[config.mk]
export PLATFORM = sky130hd
export DESIGN_NAME = unidade_controle_flat
export DESIGN_NICKNAME = d
export VERILOG_FILES = /design/src/rtl/processador_pkg.sv /design/src/rtl/unidade_controle_if.sv /design/src/rtl/unidade_controle.sv /design/src/flat_wrapper.sv
export SDC_FILE = /design/constraint.sdc
export NUM_CORES = 1
export LEC_CHECK = 0
export ABC_AREA = 1
export CAP_MARGIN = 25
export CORE_MARGIN = 2
export CORE_UTILIZATION = 37
export DETAILED_ROUTE_END_ITERATION = 8
export PLACE_DENSITY = 0.73
export SYNTH_ARGS = -nofsm -noshare
export SYNTH_HDL_FRONTEND = slang
export SYNTH_SLANG_ARGS = --single-unit
[constraint.sdc]
create_clock -name clock -period 1.2 [get_ports clock]
set_input_delay 0.12 -clock clock [delete_from_list [all_inputs] [get_ports clock]]
set_output_delay 0.12 -clock clock [all_outputs]
set_load 0.005 [all_outputs]
[src/rtl/processador_pkg.sv]
// Shared definitions for the simple 9-bit processor: field widths, opcodes,
// bus source encodings, control FSM states and instruction field helpers.
package processador_pkg;

    localparam int OPW  = 3;
    localparam int REGW = 3;
    localparam int IW   = OPW + 2 * REGW;

    localparam logic [OPW-1:0] OP_MV  = 3'b000;
    localparam logic [OPW-1:0] OP_MVI = 3'b001;
    localparam logic [OPW-1:0] OP_ADD = 3'b010;
    localparam logic [OPW-1:0] OP_SUB = 3'b011;

    localparam logic [1:0] BUS_REG  = 2'b00;
    localparam logic [1:0] BUS_DIN  = 2'b01;
    localparam logic [1:0] BUS_G    = 2'b10;
    localparam logic [1:0] BUS_NONE = 2'b11;

    typedef enum logic [1:0] {
        T0 = 2'b00,
        T1 = 2'b01,
        T2 = 2'b10,
        T3 = 2'b11
    } state_t;

    function automatic logic [OPW-1:0] ir_op(input logic [IW-1:0] ir);
        return ir[IW-1 -: OPW];
    endfunction

    function automatic logic [REGW-1:0] ir_x(input logic [IW-1:0] ir);
        return ir[2*REGW-1 -: REGW];
    endfunction

    function automatic logic [REGW-1:0] ir_y(input logic [IW-1:0] ir);
        return ir[REGW-1:0];
    endfunction

endpackage

[src/rtl/unidade_controle_if.sv]
// Control unit bundle: run/din from the host side, datapath strobes back out.
// slave is the control unit's view, master the view of whoever drives run/din.
interface unidade_controle_if;
    import processador_pkg::*;

    logic            run;
    logic [IW-1:0]   din;
    logic            ir_in;
    logic [REGW-1:0] reg_in_sel;
    logic            reg_in_en;
    logic [REGW-1:0] reg_out_sel;
    logic [1:0]      bus_src;
    logic            a_in;
    logic            g_in;
    logic            addsub;
    logic            done;
    logic            busy;

    modport slave (
        input  run, din,
        output ir_in, reg_in_sel, reg_in_en, reg_out_sel, bus_src,
               a_in, g_in, addsub, done, busy
    );

    modport master (
        output run, din,
        input  ir_in, reg_in_sel, reg_in_en, reg_out_sel, bus_src,
               a_in, g_in, addsub, done, busy
    );
endinterface

[src/rtl/unidade_controle.sv]
// Multi-cycle control FSM of the 9-bit processor. Latches the instruction in
// T0 and sequences bus select, register read/write selects and A/G/ALU
// strobes through T1..T3. Strobes decode combinationally from state and IR
// so they line up with the datapath edge that consumes them.
module unidade_controle
    import processador_pkg::*;
(
    input  logic               clock,
    input  logic               resetn,
    unidade_controle_if.slave  ctl
);

    state_t          state_r;
    logic [IW-1:0]   ir_r;

    logic            ir_in_s;
    logic [REGW-1:0] reg_in_sel_s;
    logic            reg_in_en_s;
    logic [REGW-1:0] reg_out_sel_s;
    logic [1:0]      bus_src_s;
    logic            a_in_s;
    logic            g_in_s;
    logic            addsub_s;
    logic            done_s;
    logic            busy_s;

    // State sequencing and instruction latch; run is only looked at in T0.
    always_ff @(posedge clock or negedge resetn) begin
        if (!resetn) begin
            state_r <= T0;
            ir_r    <= {IW{1'b0}};
        end else begin
            case (state_r)
                T0: begin
                    if (ctl.run) begin
                        ir_r    <= ctl.din;
                        state_r <= T1;
                    end else begin
                        state_r <= T0;
                    end
                end
                T1: begin
                    if ((ir_op(ir_r) == OP_ADD) || (ir_op(ir_r) == OP_SUB)) begin
                        state_r <= T2;
                    end else begin
                        state_r <= T0;
                    end
                end
                T2:      state_r <= T3;
                T3:      state_r <= T0;
                default: state_r <= T0;
            endcase
        end
    end

    // Datapath strobe decode; idle bus and no strobes unless a step asks.
    always_comb begin
        ir_in_s       = 1'b0;
        reg_in_sel_s  = {REGW{1'b0}};
        reg_in_en_s   = 1'b0;
        reg_out_sel_s = {REGW{1'b0}};
        bus_src_s     = BUS_NONE;
        a_in_s        = 1'b0;
        g_in_s        = 1'b0;
        addsub_s      = 1'b0;
        done_s        = 1'b0;
        busy_s        = 1'b1;
        case (state_r)
            T0: begin
                busy_s = 1'b0;
                // Held low while reset is asserted so run cannot leak a strobe.
                if (ctl.run && resetn) begin
                    ir_in_s = 1'b1;
                end else begin
                    ir_in_s = 1'b0;
                end
            end
            T1: begin
                case (ir_op(ir_r))
                    OP_MV: begin
                        bus_src_s     = BUS_REG;
                        reg_out_sel_s = ir_y(ir_r);
                        reg_in_sel_s  = ir_x(ir_r);
                        reg_in_en_s   = 1'b1;
                        done_s        = 1'b1;
                    end
                    OP_MVI: begin
                        bus_src_s    = BUS_DIN;
                        reg_in_sel_s = ir_x(ir_r);
                        reg_in_en_s  = 1'b1;
                        done_s       = 1'b1;
                    end
                    OP_ADD, OP_SUB: begin
                        bus_src_s     = BUS_REG;
                        reg_out_sel_s = ir_x(ir_r);
                        a_in_s        = 1'b1;
                    end
                    default: begin
                        // Reserved opcodes retire as a one-cycle no-op.
                        done_s = 1'b1;
                    end
                endcase
            end
            T2: begin
                bus_src_s     = BUS_REG;
                reg_out_sel_s = ir_y(ir_r);
                g_in_s        = 1'b1;
                addsub_s      = ir_r[IW-OPW];
            end
            T3: begin
                bus_src_s    = BUS_G;
                reg_in_sel_s = ir_x(ir_r);
                reg_in_en_s  = 1'b1;
                done_s       = 1'b1;
            end
            default: begin
                busy_s = 1'b0;
            end
        endcase
    end

    assign ctl.ir_in       = ir_in_s;
    assign ctl.reg_in_sel  = reg_in_sel_s;
    assign ctl.reg_in_en   = reg_in_en_s;
    assign ctl.reg_out_sel = reg_out_sel_s;
    assign ctl.bus_src     = bus_src_s;
    assign ctl.a_in        = a_in_s;
    assign ctl.g_in        = g_in_s;
    assign ctl.addsub      = addsub_s;
    assign ctl.done        = done_s;
    assign ctl.busy        = busy_s;

endmodule

[src/flat_wrapper.sv]
// flat-port wrapper written by rule: the top's interface ports become plain ports
module unidade_controle_flat import processador_pkg::*;
  (clock, resetn, ctl_run, ctl_din, ctl_ir_in, ctl_reg_in_sel, ctl_reg_in_en, ctl_reg_out_sel, ctl_bus_src, ctl_a_in, ctl_g_in, ctl_addsub, ctl_done, ctl_busy);
  unidade_controle_if ctl_i ();
  input  logic clock;
  input  logic resetn;
  input wire logic [$bits(ctl_i.run)-1:0] ctl_run;
  input wire logic [$bits(ctl_i.din)-1:0] ctl_din;
  output wire logic [$bits(ctl_i.ir_in)-1:0] ctl_ir_in;
  output wire logic [$bits(ctl_i.reg_in_sel)-1:0] ctl_reg_in_sel;
  output wire logic [$bits(ctl_i.reg_in_en)-1:0] ctl_reg_in_en;
  output wire logic [$bits(ctl_i.reg_out_sel)-1:0] ctl_reg_out_sel;
  output wire logic [$bits(ctl_i.bus_src)-1:0] ctl_bus_src;
  output wire logic [$bits(ctl_i.a_in)-1:0] ctl_a_in;
  output wire logic [$bits(ctl_i.g_in)-1:0] ctl_g_in;
  output wire logic [$bits(ctl_i.addsub)-1:0] ctl_addsub;
  output wire logic [$bits(ctl_i.done)-1:0] ctl_done;
  output wire logic [$bits(ctl_i.busy)-1:0] ctl_busy;
  assign ctl_i.run = ctl_run;
  assign ctl_i.din = ctl_din;
  assign ctl_ir_in = ctl_i.ir_in;
  assign ctl_reg_in_sel = ctl_i.reg_in_sel;
  assign ctl_reg_in_en = ctl_i.reg_in_en;
  assign ctl_reg_out_sel = ctl_i.reg_out_sel;
  assign ctl_bus_src = ctl_i.bus_src;
  assign ctl_a_in = ctl_i.a_in;
  assign ctl_g_in = ctl_i.g_in;
  assign ctl_addsub = ctl_i.addsub;
  assign ctl_done = ctl_i.done;
  assign ctl_busy = ctl_i.busy;
  unidade_controle u_core (.clock(clock), .resetn(resetn), .ctl(ctl_i));
endmodule
==> flow_summary.yaml <==
outcome:
  status: "finished, violations left"
  violations: "negative setup slack"
detailed_routing:
  drcViolationCount: 0
  via_per_inst: 5.074
  ant_nets: 0
  vias: 888
  wl_met3_um: 143
  drt_iter0_markers: 27
  dr_wl_met2_um: 1534
  highest_layer: "met4"
  wl_met1_um: 1153
  detail_route.wl_per_cell_um: 16.54
  wirelength_um: 2895
  drt-pass1-iter-count: 4
run:
  maxCapViolations: 0
placement:
  gp_congestion: 0.7961
  portBuffers: 26
  dp_hpwl_um: 1413
  placed_area_mm2: 0.001124
final_layout:
  fin_util: 0.8341
  fillCellCount: 100
  nets: 167
  postLayoutCellArea_mm2: 0.001440
  antenna_cells: 0
  area_growth_pct: 110.8
  layout-drive-gt1-share: 0.6000
sta:
  setup_viol: 26
  max_slew.worst_pin.slew_ns: 0.1742
  rsz0062_at_grt: "true"
  drv_slew: 0
  hold_slack_ns: 0.1560
  finalCritPeriodShare: 1.330
  fin_ws_ns: -0.3959
  finalHoldViolCount: 0
  fin_worst_skew_ns: 0.006738
  min_period_ns: 1.596
  maxSlewHeadroom: 0.8838
  fmaxAchievable_mhz: 626.6
floorplanning:
  num_rows: 15
  fp.coreArea_mm2: 0.001727
  io_pins: 27
  dieArea_mm2: 0.002206
  initial_core_util: 0.3957
  fp.dieH_um: 46.97
  die_x_um: 46.97
clock_network:
  cts_tree: "done"
  ctsLongestPathBuffers: 2
  clk_latency_ns: 0.28
  clock_sinks: 11
  ctsRootBufferMaster: "clkbuf_4"
  hold_buffers: 0
  htreeDepth: 1
  path_clk_slew_ns: 0.08
  cts_buffers: 3
critical_path:
  worstSetupEndpointType: "output pin"
  path_class: "reg2out"
  critPathArrivalTime_ns: 1.48
  r2r_setup_slack_ns: -0.29
  crit_required_ns: 1.08
  crit_family: "simple AND/OR/NAND/NOR gates"
  cp_slowest_cell: "dfrtp_1"
  cp.buffers_inverters: 2
  cp_common_cell: "nor2_1"
  cp_max_fo: 5
  cp_cell_sequence: "inv_2, ha_4, nand3_2, nor2_1, nor2_1, nor2_1, buf_2"
  worst_path_largest_cell_delay_ns: 0.41
  cp-start-kind: "flop"
  r2r_start: "u_core.state_r[0]"
yosys:
  syn_avg_cell_area_um2: 7.852
  synthMuxAreaShare: 0.06593
  synth-simple-area-share: 0.2711
  synth-compound-area-share: 0.08242
  synth_area_um2: 683.2
  synth.net_count: 103
  seq_area_frac_synth: 0.4029
  syn-instance-count: 87
  synth_xor_area_frac: 0
  yosysWarnings: 0
  synthAdderAreaFrac: 0.07326
  synth_top_family_by_area: "simple AND/OR/NAND/NOR gates"
  ys_ff_latch: 11
  synth_cell_types: 18
hold_path:
  hold_class: "in2async"
global_route:
  grt_pass1_vias: 860
  grt_start_max_net_pins: 12
  grt_overflow_total: 0
  antenna_found_initial: 0
  grt_use_total: 0.2836
  grt_pass1_wl_um: 4284
power:
  irDropWorstVdd_mv: 1.827
  pwr-share-seq: 0.194
  swShare: 0.4199
  p_per_area_mw_per_mm2: 2735
  clockPowerShare: 0.069
  pwr-share-comb: 0.737
  switchingPower_w: 0.001654
  power_leakage_nw: 0.7081
  power.internal_w: 0.002285
placed cells by master, fill, tap and decap left out, types with 2 or more instances in the layout:
cell type / count
buf_4: 19
buf_6: 14
nor2_1: 13
nand2_1: 12
clkdlybuf4s50_1: 11
dfrtp_1: 10
buf_2: 10
inv_1: 7
nor2_4: 6
inv_2: 5
a21oi_2: 5
inv_4: 4
ha_4: 4
nand4_1: 3
mux2_4: 3
clkbuf_4: 3
buf_8: 3
nand2_2: 2
nand3_2: 2
nand2_4: 2
nor2_2: 2
buf_12: 2
power by group through the flow:
stage	sequential, W	clock, W	combinational, W
3_3_place_gp	0.000691	0	0.00180
6_report	0.000765	0.000273	0.00290
5_1_grt	0.000775	0.000285	0.00308
2_1_floorplan	0.000672	0	0.000830
4_1_cts	0.000723	0.000267	0.00253
3_5_place_dp	0.000701	0	0.00185
registers in the layout (all words and copies together) (netlist names), named ones only:
signal / cells
u_core.ir_r: 9
u_core.state_r: 1
final cells by class:
type                       count  area, µm²  area share
multi-input combinational     59      479.2      0.3328
inverter                      16      70.07     0.04865
clock buffer                   4      26.28     0.01825
sequential                    11      276.5      0.1920
timing repair buffer          60      556.8      0.3866
tap                           25      31.28     0.02172
per-stage QoR:
stage / TNS, ns / cells / worst slack (ns) / power [W]
floorplan: -0.03568 / 87 / -0.006284 / 0.001503
CTS: -6.007 / 175 / -0.3481 / 0.003522
global placement: -6.721 / 158 / -0.4443 / 0.002492
finish: -7.424 / 175 / -0.3959 / 0.003939
global route: -8.388 / 175 / -0.4724 / 0.004138
detailed placement: -7.408 / 158 / -0.5063 / 0.002548
timing repair:
| item | CTS | global route |
|---|---|---|
| buffers inserted | 12 | 1 |
| setup endpoints to repair | 26 | 26 |
| gates cloned | 1 | 0 |
| pin swaps | 18 | 11 |
| resized for setup | 104 | 24 |
layer usage:
metal / vias up / GRT usage
met5: - / 0
met4: 0 / 0.1389
met3: 6 / 0.01538
met2: 39 / 0.5014
met1: 444 / 0.3492
li1: 399 / -
worst paths after layout:
kind | end | cells past startpoint
max | ctl_reg_out_sel[1] | 7
min | u_core.ir_r[7] | 2
max reg2reg | u_core.ir_r[1] | 6
min reg2reg | u_core.ir_r[3] | 2
max in group asynchronous | u_core.state_r[0] | 2
min in group clock | u_core.ir_r[6] | 3
Yosys cell counts:
cell | count | share of area
mux2_4 | 3 | 0.066
nand2_2 | 1 | 0.0092
nand3_1 | 1 | 0.0073
buf_6 | 1 | 0.016
o211ai_1 | 1 | 0.011
nand3_2 | 1 | 0.015
nor2_1 | 20 | 0.11
nand2_4 | 1 | 0.016
nand4_1 | 3 | 0.027
ha_1 | 4 | 0.073
dfrtp_1 | 11 | 0.40
inv_2 | 2 | 0.011
a21oi_1 | 6 | 0.044
o21ai_0 | 2 | 0.015
o21ai_2 | 1 | 0.013
nand2_1 | 14 | 0.077
inv_1 | 14 | 0.077
nor2_2 | 1 | 0.0092
logic make-up (layout without fill, tap and decap cells):
logic type	Yosys count	in the layout
flops	11	11
mux	3	3
compound gates	10	10
buf+inv	17	80
simple gates	42	42
fa+ha+maj	4	4
No activity file was read; power rests on OpenSTA's default activity.
